==> src/rtl/alu_op_sequencer_if.sv <==
`default_nettype none
// ============================================================================
//  Module      : alu_op_sequencer_if
//  Description : Bundles the request, ALU and response signals of the ALU
//                operation sequencer.
//                master : front end / consumer / ALU side (testbench, glue)
//                slave  : the sequencer itself
//  Signals     : req_*  request handshake and operands
//                alu_*  registered ALU operands/opcode and ALU result
//                rsp_*  response handshake, result and error flag
//                busy, op_count  status
//  Revision    : 1.0  initial release
// ============================================================================
interface alu_op_sequencer_if #(
   parameter int WIDTH = 8
);
   logic                 req_valid;
   logic                 req_ready;
   logic [3:0]           req_opcode;
   logic [WIDTH-1:0]     req_a;
   logic [WIDTH-1:0]     req_b;
   logic                 req_chain;

   logic [WIDTH-1:0]     alu_a;
   logic [WIDTH-1:0]     alu_b;
   logic [3:0]           alu_opcode;
   logic [2*WIDTH-1:0]   alu_result;

   logic                 rsp_valid;
   logic                 rsp_ready;
   logic [2*WIDTH-1:0]   rsp_result;
   logic                 rsp_err;

   logic                 busy;
   logic [7:0]           op_count;

   modport slave (
      input  req_valid, req_opcode, req_a, req_b, req_chain,
      input  alu_result, rsp_ready,
      output req_ready, alu_a, alu_b, alu_opcode,
      output rsp_valid, rsp_result, rsp_err, busy, op_count
   );

   modport master (
      output req_valid, req_opcode, req_a, req_b, req_chain,
      output alu_result, rsp_ready,
      input  req_ready, alu_a, alu_b, alu_opcode,
      input  rsp_valid, rsp_result, rsp_err, busy, op_count
   );
endinterface
`default_nettype wire

==> src/rtl/alu_op_sequencer.sv <==
`default_nettype none
// ============================================================================
//  Module      : alu_op_sequencer
//  Description : Issues one operation at a time to a shared combinational
//                ALU. A request is accepted in IDLE, its operands/opcode are
//                registered onto the ALU, the result is captured after
//                SETTLE_CYCLES edges and returned over a response handshake.
//                Supports chaining (A = low half of the last good result) and
//                flags illegal operations (DIV by zero, unknown opcode).
//  Ports       : hz100  system clock
//                reset  synchronous active-high reset
//                bus    alu_op_sequencer_if.slave (request/ALU/response/status)
//  Parameters  : WIDTH          operand width, result is 2*WIDTH
//                SETTLE_CYCLES  edges from accept to capture, legal 1..15
//  Revision    : 1.0  initial release
// ============================================================================
module alu_op_sequencer #(
   parameter int WIDTH         = 8,
   parameter int SETTLE_CYCLES = 2
) (
   input  wire logic           hz100,
   input  wire logic           reset,
   alu_op_sequencer_if.slave   bus
);

   typedef enum logic [1:0] {
      ST_IDLE   = 2'd0,
      ST_SETTLE = 2'd1,
      ST_RESP   = 2'd2
   } state_t;

   localparam logic [3:0] c_op_add     = 4'b0001;
   localparam logic [3:0] c_op_sub     = 4'b0010;
   localparam logic [3:0] c_op_div     = 4'b0011;
   localparam logic [3:0] c_op_mul     = 4'b0100;
   localparam logic [3:0] c_settle_end = 4'(SETTLE_CYCLES - 1);

   state_t               state_q,      state_d;
   logic [3:0]           cnt_q,        cnt_d;
   logic [WIDTH-1:0]     alu_a_q,      alu_a_d;
   logic [WIDTH-1:0]     alu_b_q,      alu_b_d;
   logic [3:0]           alu_opcode_q, alu_opcode_d;
   logic [2*WIDTH-1:0]   last_result_q, last_result_d;
   logic [2*WIDTH-1:0]   rsp_result_q, rsp_result_d;
   logic                 rsp_err_q,    rsp_err_d;
   logic                 rsp_valid_q,  rsp_valid_d;
   logic                 req_ready_q,  req_ready_d;
   logic                 busy_q,       busy_d;
   logic [7:0]           op_count_q,   op_count_d;

   // Error is judged on the registered opcode/operand actually driven onto
   // the ALU, so it always matches what the ALU was asked to compute.
   logic w_op_err;
   always_comb begin
      w_op_err = 1'b0;
      case (alu_opcode_q)
         c_op_add, c_op_sub, c_op_mul: w_op_err = 1'b0;
         c_op_div:                     w_op_err = (alu_b_q == '0);
         default:                      w_op_err = 1'b1;
      endcase
   end

   always_comb begin
      state_d       = state_q;
      cnt_d         = cnt_q;
      alu_a_d       = alu_a_q;
      alu_b_d       = alu_b_q;
      alu_opcode_d  = alu_opcode_q;
      last_result_d = last_result_q;
      rsp_result_d  = rsp_result_q;
      rsp_err_d     = rsp_err_q;
      rsp_valid_d   = rsp_valid_q;
      req_ready_d   = req_ready_q;
      busy_d        = busy_q;
      op_count_d    = op_count_q;

      case (state_q)
         ST_IDLE: begin
            if (bus.req_valid) begin
               alu_a_d      = bus.req_chain ? last_result_q[WIDTH-1:0] : bus.req_a;
               alu_b_d      = bus.req_b;
               alu_opcode_d = bus.req_opcode;
               cnt_d        = 4'd0;
               req_ready_d  = 1'b0;
               busy_d       = 1'b1;
               state_d      = ST_SETTLE;
            end
         end
         ST_SETTLE: begin
            if (cnt_q == c_settle_end) begin
               rsp_err_d    = w_op_err;
               rsp_result_d = w_op_err ? '0 : bus.alu_result;
               // Only good results feed the chain operand.
               if (!w_op_err) begin
                  last_result_d = bus.alu_result;
               end
               rsp_valid_d  = 1'b1;
               state_d      = ST_RESP;
            end else begin
               cnt_d = cnt_q + 4'd1;
            end
         end
         ST_RESP: begin
            if (bus.rsp_ready) begin
               rsp_valid_d = 1'b0;
               op_count_d  = op_count_q + 8'd1;
               req_ready_d = 1'b1;
               busy_d      = 1'b0;
               state_d     = ST_IDLE;
            end
         end
         default: begin
            rsp_valid_d = 1'b0;
            req_ready_d = 1'b1;
            busy_d      = 1'b0;
            state_d     = ST_IDLE;
         end
      endcase
   end

   always_ff @(posedge hz100) begin
      if (reset) begin
         state_q       <= ST_IDLE;
         cnt_q         <= 4'd0;
         alu_a_q       <= '0;
         alu_b_q       <= '0;
         alu_opcode_q  <= 4'd0;
         last_result_q <= '0;
         rsp_result_q  <= '0;
         rsp_err_q     <= 1'b0;
         rsp_valid_q   <= 1'b0;
         req_ready_q   <= 1'b1;
         busy_q        <= 1'b0;
         op_count_q    <= 8'd0;
      end else begin
         state_q       <= state_d;
         cnt_q         <= cnt_d;
         alu_a_q       <= alu_a_d;
         alu_b_q       <= alu_b_d;
         alu_opcode_q  <= alu_opcode_d;
         last_result_q <= last_result_d;
         rsp_result_q  <= rsp_result_d;
         rsp_err_q     <= rsp_err_d;
         rsp_valid_q   <= rsp_valid_d;
         req_ready_q   <= req_ready_d;
         busy_q        <= busy_d;
         op_count_q    <= op_count_d;
      end
   end

   assign bus.req_ready  = req_ready_q;
   assign bus.alu_a      = alu_a_q;
   assign bus.alu_b      = alu_b_q;
   assign bus.alu_opcode = alu_opcode_q;
   assign bus.rsp_valid  = rsp_valid_q;
   assign bus.rsp_result = rsp_result_q;
   assign bus.rsp_err    = rsp_err_q;
   assign bus.busy       = busy_q;
   assign bus.op_count   = op_count_q;

endmodule
`default_nettype wire

==> src/flat_wrapper.sv <==
// flat-port wrapper written by rule: the top's interface ports become plain ports
module alu_op_sequencer_flat 
#(
   parameter int WIDTH         = 8,
   parameter int SETTLE_CYCLES = 2
)
  (hz100, reset, bus_req_valid, bus_req_opcode, bus_req_a, bus_req_b, bus_req_chain, bus_alu_result, bus_rsp_ready, bus_req_ready, bus_alu_a, bus_alu_b, bus_alu_opcode, bus_rsp_valid, bus_rsp_result, bus_rsp_err, bus_busy, bus_op_count);
  alu_op_sequencer_if #(.WIDTH(WIDTH)) bus_i ();
  input  wire logic hz100;
  input  wire logic reset;
  input wire logic [$bits(bus_i.req_valid)-1:0] bus_req_valid;
  input wire logic [$bits(bus_i.req_opcode)-1:0] bus_req_opcode;
  input wire logic [$bits(bus_i.req_a)-1:0] bus_req_a;
  input wire logic [$bits(bus_i.req_b)-1:0] bus_req_b;
  input wire logic [$bits(bus_i.req_chain)-1:0] bus_req_chain;
  input wire logic [$bits(bus_i.alu_result)-1:0] bus_alu_result;
  input wire logic [$bits(bus_i.rsp_ready)-1:0] bus_rsp_ready;
  output wire logic [$bits(bus_i.req_ready)-1:0] bus_req_ready;
  output wire logic [$bits(bus_i.alu_a)-1:0] bus_alu_a;
  output wire logic [$bits(bus_i.alu_b)-1:0] bus_alu_b;
  output wire logic [$bits(bus_i.alu_opcode)-1:0] bus_alu_opcode;
  output wire logic [$bits(bus_i.rsp_valid)-1:0] bus_rsp_valid;
  output wire logic [$bits(bus_i.rsp_result)-1:0] bus_rsp_result;
  output wire logic [$bits(bus_i.rsp_err)-1:0] bus_rsp_err;
  output wire logic [$bits(bus_i.busy)-1:0] bus_busy;
  output wire logic [$bits(bus_i.op_count)-1:0] bus_op_count;
  assign bus_i.req_valid = bus_req_valid;
  assign bus_i.req_opcode = bus_req_opcode;
  assign bus_i.req_a = bus_req_a;
  assign bus_i.req_b = bus_req_b;
  assign bus_i.req_chain = bus_req_chain;
  assign bus_i.alu_result = bus_alu_result;
  assign bus_i.rsp_ready = bus_rsp_ready;
  assign bus_req_ready = bus_i.req_ready;
  assign bus_alu_a = bus_i.alu_a;
  assign bus_alu_b = bus_i.alu_b;
  assign bus_alu_opcode = bus_i.alu_opcode;
  assign bus_rsp_valid = bus_i.rsp_valid;
  assign bus_rsp_result = bus_i.rsp_result;
  assign bus_rsp_err = bus_i.rsp_err;
  assign bus_busy = bus_i.busy;
  assign bus_op_count = bus_i.op_count;
  alu_op_sequencer #(.WIDTH(WIDTH), .SETTLE_CYCLES(SETTLE_CYCLES)) u_core (.hz100(hz100), .reset(reset), .bus(bus_i));
endmodule
==> config.mk <==
export PLATFORM = sky130hd
export DESIGN_NAME = alu_op_sequencer_flat
export DESIGN_NICKNAME = d
export VERILOG_FILES = /design/src/rtl/alu_op_sequencer_if.sv /design/src/rtl/alu_op_sequencer.sv /design/src/flat_wrapper.sv
export SDC_FILE = /design/constraint.sdc
export NUM_CORES = 1
export LEC_CHECK = 0
export BUFFER_PORTS_ARGS = -buffer_cell sky130_fd_sc_hd__buf_2
export CORE_MARGIN = 5
export CORE_UTILIZATION = 48
export DETAILED_ROUTE_END_ITERATION = 6
export MAX_ROUTING_LAYER = met4
export PLACE_DENSITY = 0.77
export RECOVER_POWER = 100
export SLEW_MARGIN = 20
export SYNTH_ARGS = -nofsm -noshare
export SYNTH_HDL_FRONTEND = slang
export SYNTH_SLANG_ARGS = --single-unit
==> constraint.sdc <==
create_clock -name hz100 -period 2.6 [get_ports hz100]
set_clock_uncertainty 0.2 [all_clocks]
set_input_delay 0.13 -clock hz100 [delete_from_list [all_inputs] [get_ports hz100]]
set_output_delay 0.13 -clock hz100 [all_outputs]
set_load 0.01 [all_outputs]
==> flow_metrics.py <==
metrics = {
    "status": {
        "status": "finished clean",
    },
    "synth": {
        "netlist-cell-type-count": 36,
        "syn_nets": 281,
        "syn_inst": 237,
        "synth_area_sq_um": 2350,
        "synth-edff-count": 0,
        "syn_area_per_cell_sq_um": 9.94,
        "seq_area_frac_synth_pct": 52.7,
        "ys_dominant_reg_cell": "dfxtp_1",
        "synth-seq-cells": 62,
        "ys_warn_count": 0,
        "ys_async_sr_fraction_pct": 0,
    },
    "global_routing": {
        "grt_pass1_wl_mm": 10.1,
        "grt-ovfl-total": 0,
        "grt_use_total_pct": 20.8,
        "grt_start_max_net_pins": 40,
        "grt_pass1_vias": 2201,
        "antenna_found_initial": 0,
    },
    "flow_run": {
        "cap_violations": 0,
    },
    "drt": {
        "viasPerCell": 5.11,
        "drt-total-wl_mm": 6.04,
        "ant_nets": 0,
        "drtIter0Drc": 113,
        "vias": 2221,
        "avgRoutedWirePerCell_um": 13.9,
        "drc": 0,
        "drt-pass1-iter-count": 4,
    },
    "clock_network": {
        "cts_tree": "done",
        "numCtsBuffers": 9,
        "clock_latency_ps": 330,
        "cts_resized": 0,
        "htree_levels": 3,
        "root_buffer": "clkbuf_8",
        "clkTransAtPathRegs_ps": 70,
        "clkSinkCount": 62,
        "clockBufferDepth": 2,
    },
    "setup_path": {
        "required_ps": 2620,
        "worstPathMaxFanout": 9,
        "max_stage_delay_ps": 410,
        "crit_path_end_kind": "flop",
        "critPathSlowestCell": "or3b_1",
        "critPathLaunchType": "flop",
        "cp.arrival_ps": 2230,
        "path_cells": "ha_1 -> or3b_1 -> a2111o_1 -> o21ba_1 -> a22o_2",
        "r2r_cells": 5,
        "crit_type": "reg2reg",
    },
    "power": {
        "cellPowerDensity_nw_per_um2": 657,
        "internal-power_mw": 1.72,
        "sw_frac_of_total_pct": 22.5,
        "seqPwrFrac_pct": 45.7,
        "leakagePower_nw": 1.36,
        "combPwrFrac_pct": 10.7,
        "net-switching-power_uw": 498,
        "vdd.ir_drop.worst_uv": 318,
        "clockPowerShare_pct": 43.6,
    },
    "sta": {
        "slew_headroom_pct": 31.4,
        "hold_viol": 0,
        "period_minus_slack_ps": 2210,
        "timing.fmax_mhz": 453,
        "rsz0062_at_grt": "false",
        "worstMarginPinSlew_ps": 1030,
        "finalCritPeriodShare_pct": 84.9,
        "whs_ps": 86.2,
        "setup_tns_ps": 0,
        "finalSetupViolCount": 0,
        "slew_violations": 0,
    },
    "die": {
        "initial_core_util_pct": 49.5,
        "core_area_sq_um": 4750,
        "die-area_sq_um": 6410,
        "dieWidth_um": 80.0,
        "die_h_um": 80.0,
        "io_pins": 89,
        "rows": 25,
    },
    "worst_hold_path": {
        "hold_path.class": "in2reg",
        "hold_depth": 3,
    },
    "final_layout": {
        "antenna_cells": 0,
        "synthToLayoutAreaGrowth_pct": 43.2,
        "nFillCells": 384,
        "drive_above_1_share_pct": 22.3,
        "nets": 407,
    },
    "placed_design": {
        "place_hpwl_mm": 3.68,
        "place.gp.congestion": 0.864,
        "io_buffers": 88,
    },
}
sequential cells by signal, indices dropped and copies added, names as in the netlist:
signal,cells
u_core.bus.req_ready,1
u_core.bus.rsp_result,16
u_core.state_q,2
u_core.bus.busy,1
u_core.bus.rsp_err,1
u_core.bus.alu_a,8
u_core.bus.op_count,8
u_core.cnt_q,4
u_core.last_result_q,8
u_core.bus.rsp_valid,1
u_core.bus.alu_opcode,4
u_core.bus.alu_b,8
cell usage in the layout (no fill, tap or decap), drive strengths merged, types with 2 or more instances in the layout:
master,n
inv,2
bufinv,2
o21ai,4
nor3,6
dfxtp,62
a22o,24
mux2i,9
buf,42
nand3,5
dlygate4sd3,37
clkbuf,62
a21oi,21
nor4,2
or3b,2
ha,3
xor2,3
or3,5
xnor2,3
nand2b,2
nor2,17
nand2,33
a211oi,8
per-layer routing:
metal | track usage [%] | up-vias | wire length [um]
met2 | 32.6 | 83 | 2770
met4 | 10.1 | 0 | 126
li1 | - | 1095 | -
met5 | - | - | 0
met1 | 24.7 | 1029 | 2740
met3 | 5.42 | 14 | 394
through the flow:
step                std cells  total power [mW]  worst slack (ps)  utilization, %  cell area, sq um
detailed placement        382              1.23               406            59.5              2830
global route              435              2.31               233            70.9              3370
finish                    435              2.21               394            70.9              3370
floorplan                 237              1.14               512               -              2350
CTS                       435              2.24               381            72.2              3430
global placement          382              1.23               452            59.5              2830
cells in the mapped netlist, types with 3 or more instances:
cell type | number | area share (%)
buf_6 | 3 | 1.4
xor2_1 | 3 | 1.1
nand3_1 | 5 | 1.1
nand2_1 | 33 | 5.3
or3_1 | 5 | 1.3
ha_1 | 3 | 1.6
clkbuf_1 | 9 | 1.4
a21oi_1 | 21 | 4.5
mux2i_1 | 9 | 3.8
a211oi_1 | 8 | 2.6
a22o_2 | 23 | 9.8
xnor2_1 | 3 | 1.1
dfxtp_1 | 62 | 53
nor2_1 | 17 | 2.7
o21ai_0 | 4 | 0.85
nor3_1 | 5 | 1.1
worst max-delay path: cells and delay by family (launching register included):
family,cells,cell delay (ps)
AND/OR/NAND/NOR,1,410
AO/OA/AOI/OAI,3,920
flip-flops,1,400
adder cells (fa/ha/maj),1,170
worst paths after layout:
check | slack (ps) | startpoint | end
max reg2reg | 390 | u_core.cnt_q[0] | u_core.last_result_q[0]
max | 390 | u_core.cnt_q[0] | u_core.last_result_q[0]
min reg2reg | 260 | u_core.bus.busy | u_core.bus.busy
min | 90 | bus_req_chain | u_core.bus.alu_a[2]
timing repair:
action                     CTS  global route
buffers inserted             0             0
hold endpoints to repair    45             0
setup endpoints to repair    0             0
hold buffers                37             0
kinds of logic after synthesis:
kind of cell | after synthesis | share of synthesized area (%)
AO/OA/AOI/OAI | 62 | 19.9
buffers and inverters | 15 | 3.35
AND/OR/NAND/NOR | 80 | 16.4
multiplexers | 9 | 3.83
flip-flops | 62 | 52.7
adder cells (fa/ha/maj) | 3 | 1.59
XOR/XNOR | 6 | 2.23
layout make-up:
type,count,area (sq um),area share (%)
sequential,62,1240,36.8
multi-input combinational,160,1030,30.7
timing repair buffer,128,771,22.9
clock buffer,13,169,5.01
tap,67,83.8,2.49
clock inverter,3,65.1,1.93
inverter,2,7.51,0.223
power groups by stage:
stage / Combinational (mW) / Clock, mW / Sequential [mW]
after floorplan: 0.102 / 0 / 1.04
after global placement: 0.197 / 0 / 1.03
after detailed placement: 0.202 / 0 / 1.03
after CTS: 0.244 / 0.983 / 1.01
after global routing: 0.263 / 1.03 / 1.02
final: 0.237 / 0.966 / 1.01
(Power assumes the default switching activity.)
